==> config.mk <==
export PLATFORM = sky130hd
export DESIGN_NAME = seg_display_scanner_flat
export DESIGN_NICKNAME = d
export VERILOG_FILES = /design/src/rtl/seg_display_scanner_if.sv /design/src/rtl/seg_display_scanner.sv /design/src/flat_wrapper.sv
export SDC_FILE = /design/constraint.sdc
export NUM_CORES = 1
export LEC_CHECK = 0
export CAP_MARGIN = 15
export CORE_MARGIN = 8
export CORE_UTILIZATION = 47
export DETAILED_ROUTE_END_ITERATION = 10
export PLACE_DENSITY_LB_ADDON = 0.08
export SYNTH_ARGS = -nofsm -noshare
export SYNTH_HDL_FRONTEND = slang
export SYNTH_SLANG_ARGS = --single-unit
==> constraint.sdc <==
create_clock -name clk -period 2.3 [get_ports clk]
set_clock_uncertainty 0.1 [all_clocks]
set_input_delay 0.23 -clock clk [delete_from_list [all_inputs] [get_ports clk]]
set_output_delay 0.23 -clock clk [all_outputs]
set_load 0.03 [all_outputs]
==> src/rtl/seg_display_scanner_if.sv <==
// rtl/seg_display_scanner_if.sv - digit data in, multiplexed segment/anode drive out
interface seg_display_scanner_if;
   logic [6:0] display0;
   logic [6:0] display1;
   logic [6:0] display2;
   logic [6:0] display3;
   logic [6:0] display4;
   logic [6:0] display5;
   logic       blank;
   logic [5:0] digit_en;
   logic [6:0] seg;
   logic [5:0] an;
   logic       frame_tick;

   // Source of digit patterns and controls, consumer of the panel drive
   modport master (
      output display0, display1, display2, display3, display4, display5,
      output blank, digit_en,
      input  seg, an, frame_tick
   );

   // The scanner itself
   modport slave (
      input  display0, display1, display2, display3, display4, display5,
      input  blank, digit_en,
      output seg, an, frame_tick
   );
endinterface

==> src/rtl/seg_display_scanner.sv <==
// rtl/seg_display_scanner.sv - six-digit seven-segment multiplex scanner with frame-latched shadows
module seg_display_scanner #(
   parameter int DIV            = 50000,
   parameter bit SEG_ACTIVE_LOW = 1'b1
) (
   input logic                  clk,
   input logic                  rst_n,
   seg_display_scanner_if.slave bus
);

   localparam int             LP_PW        = (DIV > 1) ? $clog2(DIV) : 1;
   localparam logic [LP_PW-1:0] LP_PRESC_LAST = LP_PW'(DIV - 1);
   localparam logic [6:0]     LP_SEG_OFF   = SEG_ACTIVE_LOW ? 7'h7F : 7'h00;
   localparam logic [5:0]     LP_AN_NONE   = 6'b111111;

   logic [LP_PW-1:0] r_presc;
   logic [2:0]       r_idx;
   logic [6:0]       r_shadow [0:5];
   logic [6:0]       r_seg;
   logic [5:0]       r_an;
   logic             r_frame_tick;

   logic             w_slot_end;
   logic             w_frame_end;
   logic             w_dark;
   logic [6:0]       w_lit;
   logic [6:0]       w_seg_nxt;
   logic [5:0]       w_an_nxt;

   assign w_slot_end  = (r_presc == LP_PRESC_LAST);
   assign w_frame_end = w_slot_end && (r_idx == 3'd5);

   // Drive for the digit the index currently points at; blank/digit_en only gate the outputs
   always_comb begin
      w_dark    = bus.blank | ~bus.digit_en[r_idx];
      w_lit     = r_shadow[r_idx];
      w_seg_nxt = LP_SEG_OFF;
      w_an_nxt  = LP_AN_NONE;
      if (!w_dark) begin
         w_seg_nxt = SEG_ACTIVE_LOW ? ~w_lit : w_lit;
         w_an_nxt  = ~(6'b000001 << r_idx);
      end
   end

   // Slot prescaler and digit index; free-running so blanking never disturbs the cadence
   always_ff @(posedge clk or negedge rst_n) begin
      if (!rst_n) begin
         r_presc <= '0;
         r_idx   <= 3'd0;
      end else begin
         r_presc <= w_slot_end ? '0 : r_presc + 1'b1;
         if (w_slot_end) begin
            r_idx <= (r_idx == 3'd5) ? 3'd0 : r_idx + 3'd1;
         end
      end
   end

   // Shadow copies of the digit patterns, refreshed only at frame boundaries so a frame is never torn
   always_ff @(posedge clk or negedge rst_n) begin
      if (!rst_n) begin
         for (int k = 0; k < 6; k++) begin
            r_shadow[k] <= 7'h00;
         end
      end else if (w_frame_end) begin
         r_shadow[0] <= bus.display0;
         r_shadow[1] <= bus.display1;
         r_shadow[2] <= bus.display2;
         r_shadow[3] <= bus.display3;
         r_shadow[4] <= bus.display4;
         r_shadow[5] <= bus.display5;
      end
   end

   // Registered panel drive and frame pulse; outputs trail the index by one cycle
   always_ff @(posedge clk or negedge rst_n) begin
      if (!rst_n) begin
         r_seg        <= LP_SEG_OFF;
         r_an         <= LP_AN_NONE;
         r_frame_tick <= 1'b0;
      end else begin
         r_seg        <= w_seg_nxt;
         r_an         <= w_an_nxt;
         r_frame_tick <= w_frame_end;
      end
   end

   assign bus.seg        = r_seg;
   assign bus.an         = r_an;
   assign bus.frame_tick = r_frame_tick;

endmodule

==> src/flat_wrapper.sv <==
// flat-port wrapper written by rule: the top's interface ports become plain ports
module seg_display_scanner_flat 
#(
   parameter int DIV            = 50000,
   parameter bit SEG_ACTIVE_LOW = 1'b1
)
  (clk, rst_n, bus_display0, bus_display1, bus_display2, bus_display3, bus_display4, bus_display5, bus_blank, bus_digit_en, bus_seg, bus_an, bus_frame_tick);
  seg_display_scanner_if bus_i ();
  input logic clk;
  input logic rst_n;
  input wire logic [$bits(bus_i.display0)-1:0] bus_display0;
  input wire logic [$bits(bus_i.display1)-1:0] bus_display1;
  input wire logic [$bits(bus_i.display2)-1:0] bus_display2;
  input wire logic [$bits(bus_i.display3)-1:0] bus_display3;
  input wire logic [$bits(bus_i.display4)-1:0] bus_display4;
  input wire logic [$bits(bus_i.display5)-1:0] bus_display5;
  input wire logic [$bits(bus_i.blank)-1:0] bus_blank;
  input wire logic [$bits(bus_i.digit_en)-1:0] bus_digit_en;
  output wire logic [$bits(bus_i.seg)-1:0] bus_seg;
  output wire logic [$bits(bus_i.an)-1:0] bus_an;
  output wire logic [$bits(bus_i.frame_tick)-1:0] bus_frame_tick;
  assign bus_i.display0 = bus_display0;
  assign bus_i.display1 = bus_display1;
  assign bus_i.display2 = bus_display2;
  assign bus_i.display3 = bus_display3;
  assign bus_i.display4 = bus_display4;
  assign bus_i.display5 = bus_display5;
  assign bus_i.blank = bus_blank;
  assign bus_i.digit_en = bus_digit_en;
  assign bus_seg = bus_i.seg;
  assign bus_an = bus_i.an;
  assign bus_frame_tick = bus_i.frame_tick;
  seg_display_scanner #(.DIV(DIV), .SEG_ACTIVE_LOW(SEG_ACTIVE_LOW)) u_core (.clk(clk), .rst_n(rst_n), .bus(bus_i));
endmodule
After elaboration in Yosys (flattened, before gate mapping) --
Cells that the tools add are included.
Operators by class: $lt $le $gt $ge 2, add/subtract/negate cells 2, mux-type cells 9, reductions and logical operators 1, eq/ne operators 2, shift operators 1, bitwise gates (word level) 5
Operators with widths (count):
- binary-select mux 7 bit (select 3 bit) | 1
- 2-to-1 mux 7 bit | 3
- adder 16 x 1 -> 16 bit, second input constant | 1
- equality test 16 bit, second input constant | 1
- 2-to-1 mux 16 bit | 1
- inverter 7 bit | 1
- 2-to-1 mux 6 bit | 1
- inverter 6 bit | 1
- left shift 1 x 3 -> 6 bit, first input constant | 1
- greater-or-equal comparator 4 bit, second input constant | 1
- less-than comparator 3 x 4 -> 1 bit, second input constant | 1
- inverter 3 -> 4 bit | 1
- adder 3 x 1 -> 3 bit, second input constant | 1
- binary-select mux 1 bit (select 3 bit) | 1
- equality test 3 bit, second input constant | 1
- 2-to-1 mux 3 bit | 1
- logical AND 1 bit | 1
- 2-to-1 mux 1 bit | 1
- inverter 1 bit | 1
- bitwise OR 1 bit | 1
Storage, ports and cells: output and inout bits 14, logic and storage cells 33, flip-flop bits (word level) 75

Logic depth before layout (Yosys ltp) --
Gate-level depths: netlist of run 1.
depth in word-level cells 6, mapped depth 7, gate-level depth less buffers 5

Least setup slack after synthesis of run 1 --
No wires, ideal clock.
path kind register to register, from register u_core.r_presc[7], to register u_core.r_shadow[0] (netlist name), path slack 7 ps, arrival time 2068 ps, buffers on the path 2, cell stages (with the launch flop) 7, setup time 125 ps, required time 2075 ps, cell sequence dfrtp_1 or4b_4 nor4_4 and3_1 buf_6 buf_12 mux2_4
On the way: word-level cells in the longest chain between the ends 2
Ends and longest elaborated chain:
- start: declaration | line seg_display_scanner.sv:16 | logic [LP_PW-1:0] r_presc;
- start signal: assignment | line seg_display_scanner.sv:51 | r_presc <= w_slot_end ? '0 : r_presc + 1'b1;
- equality test 16 bit | line seg_display_scanner.sv:30 | assign w_slot_end = (r_presc == LP_PRESC_LAST);
- logical AND 1 bit | line seg_display_scanner.sv:31 | assign w_frame_end = w_slot_end && (r_idx == 3'd5);
- end: declaration | line seg_display_scanner.sv:18 | logic [6:0] r_shadow [0:5];
Every way passes these cells. A chain may end at the register's enable or synchronous reset.

Worst setup path after layout of run 1 --
from register u_core.r_presc[13], to register u_core.r_shadow[1] (netlist name)
Same word-level chain as after synthesis.

==> metrics, run 1 <==
run status=completed; LEAKAGE=2.02 nW; Max Freq=0.451 GHz; Syn Area/Cell=14.1 um^2; Crit path max-delay family=simple AND/OR/NAND/NOR gates; multi-input combinational cell area=1480 um^2; period utilization=a little over nine tenths; vias in the first global route=roughly 2300; Reg2Reg Depth=5; Storage cell area=1890 um^2; Final GP Congestion=0.823; Tightest Pin Transition=1.13 ns; CP Capture Type=flip-flop; Hold Crit Class=in2async; HPWL Detailed=4980 um; Ant. Diodes=0; final setup vio count=0; initial antenna violation count=0; worst vdd ir=between 0.0003 and 0.0004 V; via count=2180; final max-slew violation count=0; Mapped Cells=247; critical-path cell list=or4b_4 -> nor4_4 -> and3_4 -> buf_12 -> mux2_2; detail-routed via count per cell=4.99; Fin Hold WS=0.273 ns; layout cell share with drive strength beyond 1=between 30% and 40%; nets=386; fill cell count=567; area grow syn2layout=32.8%; Tot Pwr=2.67 mW; commonest cells after routing, fill and taps aside=63 x clkdlybuf4s50_1, 62 x dfrtp_1, 40 x mux2_4, 23 x nand2_1, 15 x buf_4; Critical R2R Launch=u_core.r_presc[13]$_DFF_PN0_; worst-skew pair later-pin latency=between 0.3 and 0.4 ns; wire length of the first global-routing pass=11700 um; CP arrival=2.35 ns; GRT Util Overall=14.7%; synth unique cells=34; buffers added on ports=64; CTS tree=yes; syn nets=300; Die ar.=10400 um^2; Slowest-stage cell, CP=or4b_4; initial core utilization=about half; Die X=102 um; DRT antenna net count=0; synthesized area=3490 um^2; DRC Markers=0; clk sinks=75; wirelength, routed=7210 um; worst path bufs/invs=1; FF-to-FF setup slack=0.08 ns; minimum clock period after layout=2.22 ns; Hold Violations, Final=0; Clk pin slew, worst setup/hold paths=~0.080 ns; GRT overflow=0; Power Dens Cells=between 500 and 600 nW/um^2; yosys warns=0; io pins=65; CP Max Fanout=9; Pre-antenna DRT Iters=4; Synth Register Bits=75; Core ar.=7210 um^2; CTS Buf Count=9; maxcap violations=0; fin util=between 60 and 70%; sequential-to-total area share from yosys stat=54.2%; Routed WL per cell=16.5 um; largest net degree at the start of global routing=43; Slew HR=24.7%; H-Tree Depth=3; Sum Neg Setup Slack=0 ns; worst flop-to-flop path endpoint=u_core.r_shadow[1]$_DFFE_PN0P_; Critical Path Start Type=flip-flop; row count=31; Die Ht=102 um; CP max stage delay=0.55 ns; Setup Crit Path Kind=reg2reg; CTS Buffer Depth=2; Crit path required time=2.43 ns; commonest non-fill, non-tap cell in the layout=clkdlybuf4s50_1; root buffer cell=clkbuf_8; initial drt markers=64
-- cell families after synthesis --
family                   count (synthesis)  share of synthesized area [%]
flip-flops                              75                           54.2
adder cells (fa/ha/maj)                  2                          0.716
buffers and inverters                   14                           3.62
multiplexers                            59                           25.6
AND/OR/NAND/NOR                         72                           10.7
XOR/XNOR                                14                           3.51
AO/OA/AOI/OAI                           11                           1.58
-- cell usage after synthesis --
cell type | n | area share [%]
dfstp_2 | 13 | 9.8
mux4_2 | 8 | 5.2
dfrtp_1 | 62 | 44
nor4_4 | 1 | 0.61
nor3_1 | 4 | 0.57
or3_1 | 1 | 0.18
buf_2 | 1 | 0.14
nand3_1 | 9 | 1.3
buf_6 | 1 | 0.32
nand3b_1 | 2 | 0.43
o21ai_0 | 9 | 1.3
mux2_4 | 40 | 17
ha_1 | 2 | 0.72
nand2_1 | 23 | 2.5
clkinv_1 | 1 | 0.11
mux2i_1 | 7 | 2.0
nor2_1 | 13 | 1.4
inv_1 | 2 | 0.21
and3_1 | 1 | 0.18
clkbuf_1 | 4 | 0.43
or4b_4 | 1 | 0.39
nor2b_1 | 2 | 0.36
buf_1 | 1 | 0.11
and2_1 | 1 | 0.18
nand4_1 | 4 | 0.72
buf_12 | 4 | 2.3
a21oi_1 | 2 | 0.29
nor4_1 | 6 | 1.1
or4b_1 | 1 | 0.29
nand2b_1 | 2 | 0.36
xnor2_1 | 7 | 1.8
mux2_2 | 4 | 1.3
nand4b_1 | 1 | 0.25
xor2_1 | 7 | 1.8
-- flip-flops by register name, summed over array words and instances, names as in the netlist --
register and flops:
u_core.r_shadow 42, u_core.r_presc 16, u_core.bus.an 6, u_core.bus.seg 7, u_core.r_idx 3, u_core.bus.frame_tick 1
-- through the flow --
step | worst slack, ns | std cells | instance area [um^2]
final | 0.0842 | 437 | 4640
after global routing | -0.00520 | 437 | 4640
after CTS | 0.0113 | 433 | 4560
after detailed placement | 0.0237 | 416 | 4310
after global placement | 0.0290 | 416 | 4310
after floorplan | 0.00655 | 247 | 3490
-- worst reg2reg max path, cell delays in order (launching register included) --
cell	delay, ns
dfrtp_1	0.38
or4b_4	0.55
nor4_4	0.23
and3_4	0.34
buf_12	0.17
mux2_2	0.33
-- report_power, final --
part / internal [mW] / total (mW) / switching (mW)
sequential: 1.32 / 1.32 / 0.000186
clock: 0.747 / 1.22 / 0.473
combinational: 0.0836 / 0.130 / 0.0469
-- how the worst max path moves through the flow --
stage / slack, ns / end / depth (start not counted) / from
after global routing: -0.005 / u_core.r_shadow[2]$_DFFE_PN0P_ / 5 / u_core.r_presc[13]$_DFF_PN0_
after global placement: 0.03 / u_core.r_shadow[1]$_DFFE_PN0P_ / 5 / u_core.r_presc[7]$_DFF_PN0_
after floorplan: 0.007 / u_core.r_shadow[0]$_DFFE_PN0P_ / 6 / u_core.r_presc[7]$_DFF_PN0_
after CTS: 0.01 / u_core.r_shadow[1]$_DFFE_PN0P_ / 5 / u_core.r_presc[7]$_DFF_PN0_
after detailed placement: 0.02 / u_core.r_shadow[1]$_DFFE_PN0P_ / 5 / u_core.r_presc[7]$_DFF_PN0_
final: 0.08 / u_core.r_shadow[1]$_DFFE_PN0P_ / 5 / u_core.r_presc[13]$_DFF_PN0_
-- what timing repair did --
action	CTS	global route
hold buffers	1	0
hold endpoints to repair	28	0
resized for setup	0	3
buffers inserted	0	1
endpoints found under the setup margin	0	40
-- metal layers --
| metal | vias up | GRT usage (%) | share of wire (%) |
|---|---|---|---|
| met3 | 7 | 5.18 | 5.7 |
| met5 | - | 0 | 0 |
| met2 | 60 | 21.0 | 46 |
| met1 | 1071 | 20.3 | 48 |
| met4 | 0 | 4.40 | 0.87 |
| li1 | 1042 | - | - |
-- area by class of cell --
| class | instances | share of cell area (%) |
|---|---|---|
| clock inverter | 5 | 2.16 |
| clock buffer | 11 | 3.05 |
| timing repair buffer | 86 | 19.1 |
| inverter | 3 | 0.243 |
| sequential | 75 | 40.8 |
| tap | 99 | 2.67 |
| multi-input combinational | 158 | 32.0 |
Note: power is estimated with default switching activity, not from simulation.
==> run 2, diff against run 1 <==
clock period = 1.85 ns   (was 2.3 ns; I/O delays follow)
==> run 2 against run 1 <==
Against the previous run:
- global-route usage up 0.91 points
- combinational power rose by 25%
- critical path depth did not move
- total power increased by 15%
- worst setup slack got worse by 0.47 ns
- routed wire length increased by 2.3%
- the run now ends with setup timing left
==> metrics, run 2 (synthesized netlist as in run 1, its figures left out) <==
PnR worst setup slack=-0.385 ns (-0.469 ns); RSZ-0062 raised after global routing=yes; final max-slew violation count=0 (unchanged); final setup vio count=43 (+43); Power Dens Cells=656 nW/um^2 (+14%); initial core utilization=48.4% (unchanged); Ant. Diodes=0 (unchanged); Hold Crit Class=in2async; commonest cells after routing, fill and taps aside=62 x dfrtp_1, 58 x clkdlybuf4s50_1, 42 x mux2_4, 27 x buf_4, 23 x nand2_1; nets=397 (+2.8%); clk sinks=75 (unchanged); CTS Buf Count=9 (unchanged); Clk pin slew, worst setup/hold paths=0.08 ns (about the same); number of flip-flops under the largest register name=42 (unchanged); CP Max Fanout=9 (unchanged); Die ar.=10400 um^2 (unchanged); Largest Register=u_core.r_shadow; Hold Violations, Final=0 (unchanged); P_sw=639 uW (+23%); Cell Int Power=2.44 mW (+14%); worst vdd ir=0.000413 V (+9.1%); violated checks=setup timing; GRT Util Overall=15.6% (+0.91 points); Inst Count DP=429 (+3.1%); Core ar.=7210 um^2 (unchanged); vias in the first global route=2518 (+8.7%); Pre-antenna DRT Iters=4 (unchanged); CP Capture Type=flip-flop; Routed WL per cell=16.5 um (-0.17%); critical-path cell list=or4b_4 -> nor4_4 -> and3_4 -> clkbuf_16 -> mux2_4; period utilization=121% (+24 points); worst path bufs/invs=1 (unchanged); met3 usage=5.25% (+0.068 points); CP max stage delay=0.55 ns (about the same); Tightest Pin Transition=0.612 ns (-0.518 ns); Comb pwr share=5.3% (+0.4 points); CP arrival=2.36 ns (about the same); initial antenna violation count=0 (unchanged); initial drt markers=58 (-9.4%); wire length of the first global-routing pass=12300 um (+5.7%); maxcap violations=0 (unchanged); minimum clock period after layout=2.24 ns (+0.0194 ns); largest net degree at the start of global routing=34 (-21%); pre-CTS setup slack=-0.384 ns (-0.408 ns); Setup Crit Path Kind=reg2reg; H-Tree Depth=3 (unchanged); Fin Hold WS=0.229 ns (-0.0438 ns); DRC Markers=0 (unchanged); Slew HR=59.2% (+35 points); detail-routed via count per cell=5.02 (+0.54%); multi-input combinational cell area=1490 um^2 (+0.76%); worst-skew pair later-pin latency=0.35 ns (about the same); run status=complete, but fails checks; wirelength, routed=7370 um (+2.3%); Storage cell area=1890 um^2 (unchanged); Max Freq=0.447 GHz (-0.87%); Tot Pwr=3.08 mW (+15%); layout cell share with drive strength beyond 1=33.8% (+2.4 points); buffers added on ports=64 (unchanged); DRT antenna net count=0 (unchanged); CTS Buffer Depth=2 (unchanged); fill cell count=565 (-0.35%); Crit path max-delay family=simple AND/OR/NAND/NOR gates; met2 Use GR=25.1% (+4.1 points); FF-to-FF setup slack=-0.39 ns (-0.47 ns); Die X=102 um (unchanged); Die Ht=102 um (unchanged); area grow syn2layout=34.4%; Critical Path Start Type=flip-flop; Final GP Congestion=0.795 (-3.5%); GRT overflow=0 (unchanged); Slowest-stage cell, CP=or4b_4; io pins=65 (unchanged); Clock Power Share=41.4% (-4.3 points); switching share of power=20.7% (+1.3 points); HPWL Detailed=5200 um (+4.5%); LEAKAGE=2.05 nW (+1.3%); GRT busiest layer=met2; CTS tree=yes; via count=2247 (+3.1%); root buffer cell=clkbuf_8; row count=31 (unchanged); power share of the sequential group=53.3% (+3.9 points); Layout Cells excl Fill=448 (+2.5%); commonest non-fill, non-tap cell in the layout=dfrtp_1; Crit path required time=1.98 ns (-0.45 ns); M1 GR Usage=19.5% (-0.85 points)
run 2: cell types whose count changed in the layout (fill, tap and decap cells not counted), sizes merged:
cell / delta
clkdlybuf4s50: -5
dlygate4sd2: +1
clkinv: -1
bufinv: -2
clkinvlp: +2
dlymetal6s2s: +4
buf: +12
run 2: path summary, 6_finish.rpt:
| kind | from | to | depth (start not counted) |
|---|---|---|---|
| min reg2reg | u_core.r_shadow[23]$_DFFE_PN0P_ | u_core.r_shadow[23]$_DFFE_PN0P_ | 1 |
| max | u_core.r_presc[12]$_DFF_PN0_ | u_core.r_shadow[3]$_DFFE_PN0P_ | 5 |
| min | rst_n | u_core.r_shadow[28]$_DFFE_PN0P_ | 2 |
| max reg2reg | u_core.r_presc[12]$_DFF_PN0_ | u_core.r_shadow[3]$_DFFE_PN0P_ | 5 |
| max in group asynchronous | rst_n | u_core.bus.seg[5]$_DFF_PN1_ | 3 |
| min in group clk | bus_display3[1] | u_core.r_shadow[15]$_DFFE_PN0P_ | 2 |
run 2: repair_timing:
action                     in CTS  in global routing
hold buffers                    1                  0
setup buffers                   0                  1
setup endpoints to repair      57                 54
gates resized for setup         5                  8
cloned                          0                  1
hold endpoints to repair       22                  0
run 2: metrics by stage:
| step | cell area, um^2 | setup TNS, ns | utilization, % |
|---|---|---|---|
| 2_1_floorplan | 3500 | -15.88 | - |
| 3_3_place_gp | 4410 | -17.66 | 61.1 |
| 4_1_cts | 4640 | -14.01 | 64.3 |
| 5_1_grt | 4690 | -17.98 | 65.1 |
| 6_report | 4690 | -15.38 | 65.1 |
| 3_5_place_dp | 4410 | -18.13 | 61.1 |
run 2: layout make-up:
class                   instances  share of cell area, %
inverters                       3                  0.240
well taps                      99                   2.64
flip-flops and latches         75                   40.3
repair buffers                 97                   20.6
clock inverters                 4                   1.07
multi-input cells             158                   31.8
clock buffers                  12                   3.30
run 2: power groups by stage:
stage	Clock (mW)	Combinational (mW)	Sequential, mW
floorplan	0	0.00974	1.68
global placement	0	0.163	1.67
detailed placement	0	0.164	1.67
CTS	1.31	0.167	1.64
global route	1.37	0.181	1.64
finish	1.28	0.163	1.64
run 2: per-layer routing:
metal	vias up	wire (um)
met5	-	0
met4	0	83
met3	8	391
met2	52	3520
met1	1116	3380
li1	1071	-
==> run 3, diff against run 2 <==
RECOVER_POWER = 25   (was unset)
==> run 3 against run 2 <==
Against the previous run:
- largest cell class unchanged
- non-clock buffer count is the same
- the flow still finishes with violations (setup timing)
- sequential share of layout area hardly changed
- via count unchanged
- combinational power hardly changed
- routed wire length is essentially flat
- critical path type unchanged
- register-to-register slack about the same
- core utilization is essentially flat
- critical path depth is the same
- first-iteration DRC count did not move
==> metrics, run 3 (synthesized netlist as in run 1, its figures left out) <==
run status=complete, but fails checks; violated checks=setup timing; GRT Util Overall=15.6% (unchanged); wirelength, routed=7370 um (about the same); GRT overflow=0 (unchanged); area grow syn2layout=34.3% (about the same); pre-CTS setup slack=-0.384 ns (unchanged); LEAKAGE=2.05 nW (about the same); initial core utilization=48.4% (unchanged); detail-routed via count per cell=5.02 (unchanged); Max Freq=0.447 GHz (unchanged); Die X=102 um (unchanged); RSZ-0062 raised after global routing=yes; Tightest Pin Transition=0.847 ns (+0.235 ns); Power Dens Cells=656 nW/um^2 (about the same); DRT antenna net count=0 (unchanged); layout cell share with drive strength beyond 1=33.8% (unchanged); Slowest-stage cell, CP=or4b_4; commonest non-fill, non-tap cell in the layout=dfrtp_1; CP arrival=2.36 ns (about the same); fill cell count=566 (+0.18%); Die ar.=10400 um^2 (unchanged); clk sinks=75 (unchanged); Ant. Diodes=0 (unchanged); multi-input combinational cell area=1490 um^2 (unchanged); DRC Markers=0 (unchanged); CP Capture Type=flip-flop; Storage cell area=1890 um^2 (unchanged); Slew HR=43.5% (-16 points); via count=2247 (unchanged); final setup vio count=43 (unchanged); top layer in use=met4; Final GP Congestion=0.795 (unchanged); Pre-antenna DRT Iters=4 (unchanged); worst flop-to-flop path endpoint=u_core.r_shadow[3]$_DFFE_PN0P_; H-Tree Depth=3 (unchanged); vias in the first global route=2518 (unchanged); CTS Buf Count=9 (unchanged); initial drt markers=58 (unchanged); largest net degree at the start of global routing=34 (unchanged); minimum clock period after layout=2.24 ns (unchanged); Tot Pwr=3.08 mW (about the same); row count=31 (unchanged); Critical R2R Launch=u_core.r_presc[12]$_DFF_PN0_; Hold Violations, Final=0 (unchanged); CP Max Fanout=9 (unchanged); io pins=65 (unchanged); number of flip-flops under the largest register name=42 (unchanged); nets=397 (unchanged); root buffer cell=clkbuf_8; HPWL Detailed=5200 um (unchanged); Crit path required time=1.98 ns (about the same); maxcap violations=0 (unchanged); Clk pin slew, worst setup/hold paths=0.08 ns (about the same); worst-skew pair later-pin latency=0.35 ns (about the same); worst vdd ir=0.000413 V (about the same); Setup Crit Path Kind=reg2reg; Core ar.=7210 um^2 (unchanged); routed length on met3=391 um (unchanged); CTS Buffer Depth=2 (unchanged); final max-slew violation count=0 (unchanged); critical-path cell list=or4b_4 -> nor4_4 -> and3_4 -> clkbuf_16 -> mux2_4; FF-to-FF setup slack=-0.39 ns (about the same); PnR worst setup slack=-0.385 ns (unchanged); CTS tree=yes; CP endpoint=u_core.r_shadow[3]$_DFFE_PN0P_; wire length of the first global-routing pass=12300 um (unchanged); period utilization=121% (unchanged); Critical Path Start Type=flip-flop; commonest cells after routing, fill and taps aside=62 x dfrtp_1, 58 x clkdlybuf4s50_1, 42 x mux2_4, 26 x buf_4, 23 x nand2_1; Reg2Reg Depth=5 (unchanged); M1 WL=3380 um (about the same); met2 WL=3520 um (about the same); Hold Crit Class=in2reg; initial antenna violation count=0 (unchanged); buffers added on ports=64 (unchanged); CP max stage delay=0.55 ns (about the same); Routed WL per cell=16.5 um (about the same); CP startpoint=u_core.r_presc[12]$_DFF_PN0_; Die Ht=102 um (unchanged); Largest Register=u_core.r_shadow
run 3: cell count changes in the layout (fill, tap and decap cells not counted), sizes merged:
| cell | change |
|---|---|
| buf | -1 |
| clkbuf | +1 |
run 3: area by class of cell:
class | instances | area share [%]
flip-flops and latches | 75 | 40.3
multi-input cells | 158 | 31.8
repair buffers | 97 | 20.6
clock buffers | 12 | 3.31
well taps | 99 | 2.64
clock inverters | 4 | 1.07
inverters | 3 | 0.240
run 3: what timing repair did:
| item | CTS | global route |
|---|---|---|
| endpoints found under the hold margin | 22 | 0 |
| hold buffers | 1 | 0 |
| gates resized for setup | 5 | 8 |
| setup endpoints to repair | 57 | 54 |
| cloned | 0 | 1 |
| buffers inserted | 0 | 1 |
run 3: stage by stage:
stage | cells | cell area (um^2) | utilization [%] | TNS (ns) | hold WS (ns)
after floorplan | 247 | 3500 | - | -15.88 | -0.211
after global placement | 429 | 4410 | 61.1 | -17.66 | 0.0591
after detailed placement | 429 | 4410 | 61.1 | -18.13 | 0.0590
after CTS | 446 | 4640 | 64.3 | -14.01 | 0.230
after global routing | 448 | 4690 | 65.0 | -17.98 | 0.337
final | 448 | 4690 | 65.0 | -15.38 | 0.345
run 3: power breakdown:
group / internal, mW / switching, mW
sequential: 1.64 / 0.000230
clock: 0.695 / 0.582
combinational: 0.105 / 0.0571
run 3: worst min path at each step:
stage	startpoint	endpoint	slack [ns]	depth (start not counted)
2_1_floorplan	rst_n	u_core.bus.frame_tick$_DFF_PN0_	-0.21	0
3_3_place_gp	rst_n	u_core.r_shadow[20]$_DFFE_PN0P_	0.06	1
3_5_place_dp	rst_n	u_core.r_shadow[27]$_DFFE_PN0P_	0.06	1
4_1_cts	rst_n	u_core.r_presc[11]$_DFF_PN0_	0.23	2
5_1_grt	bus_display3[1]	u_core.r_shadow[15]$_DFFE_PN0P_	0.34	2
6_report	bus_display3[1]	u_core.r_shadow[15]$_DFFE_PN0P_	0.34	2
run 3: routing by layer:
layer  up-vias  track usage (%)
li1       1071                -
met1      1116             19.5
met4         0             4.29
met5         -                0
met2        52             25.1
met3         8             5.25
run 3: critical path, delay by kind of cell, from the launching register on:
family	cells	cell delay, ns
buffers and inverters	1	0.20
and+or+nand+nor	3	1.13
DFF	1	0.39
muxes	1	0.29
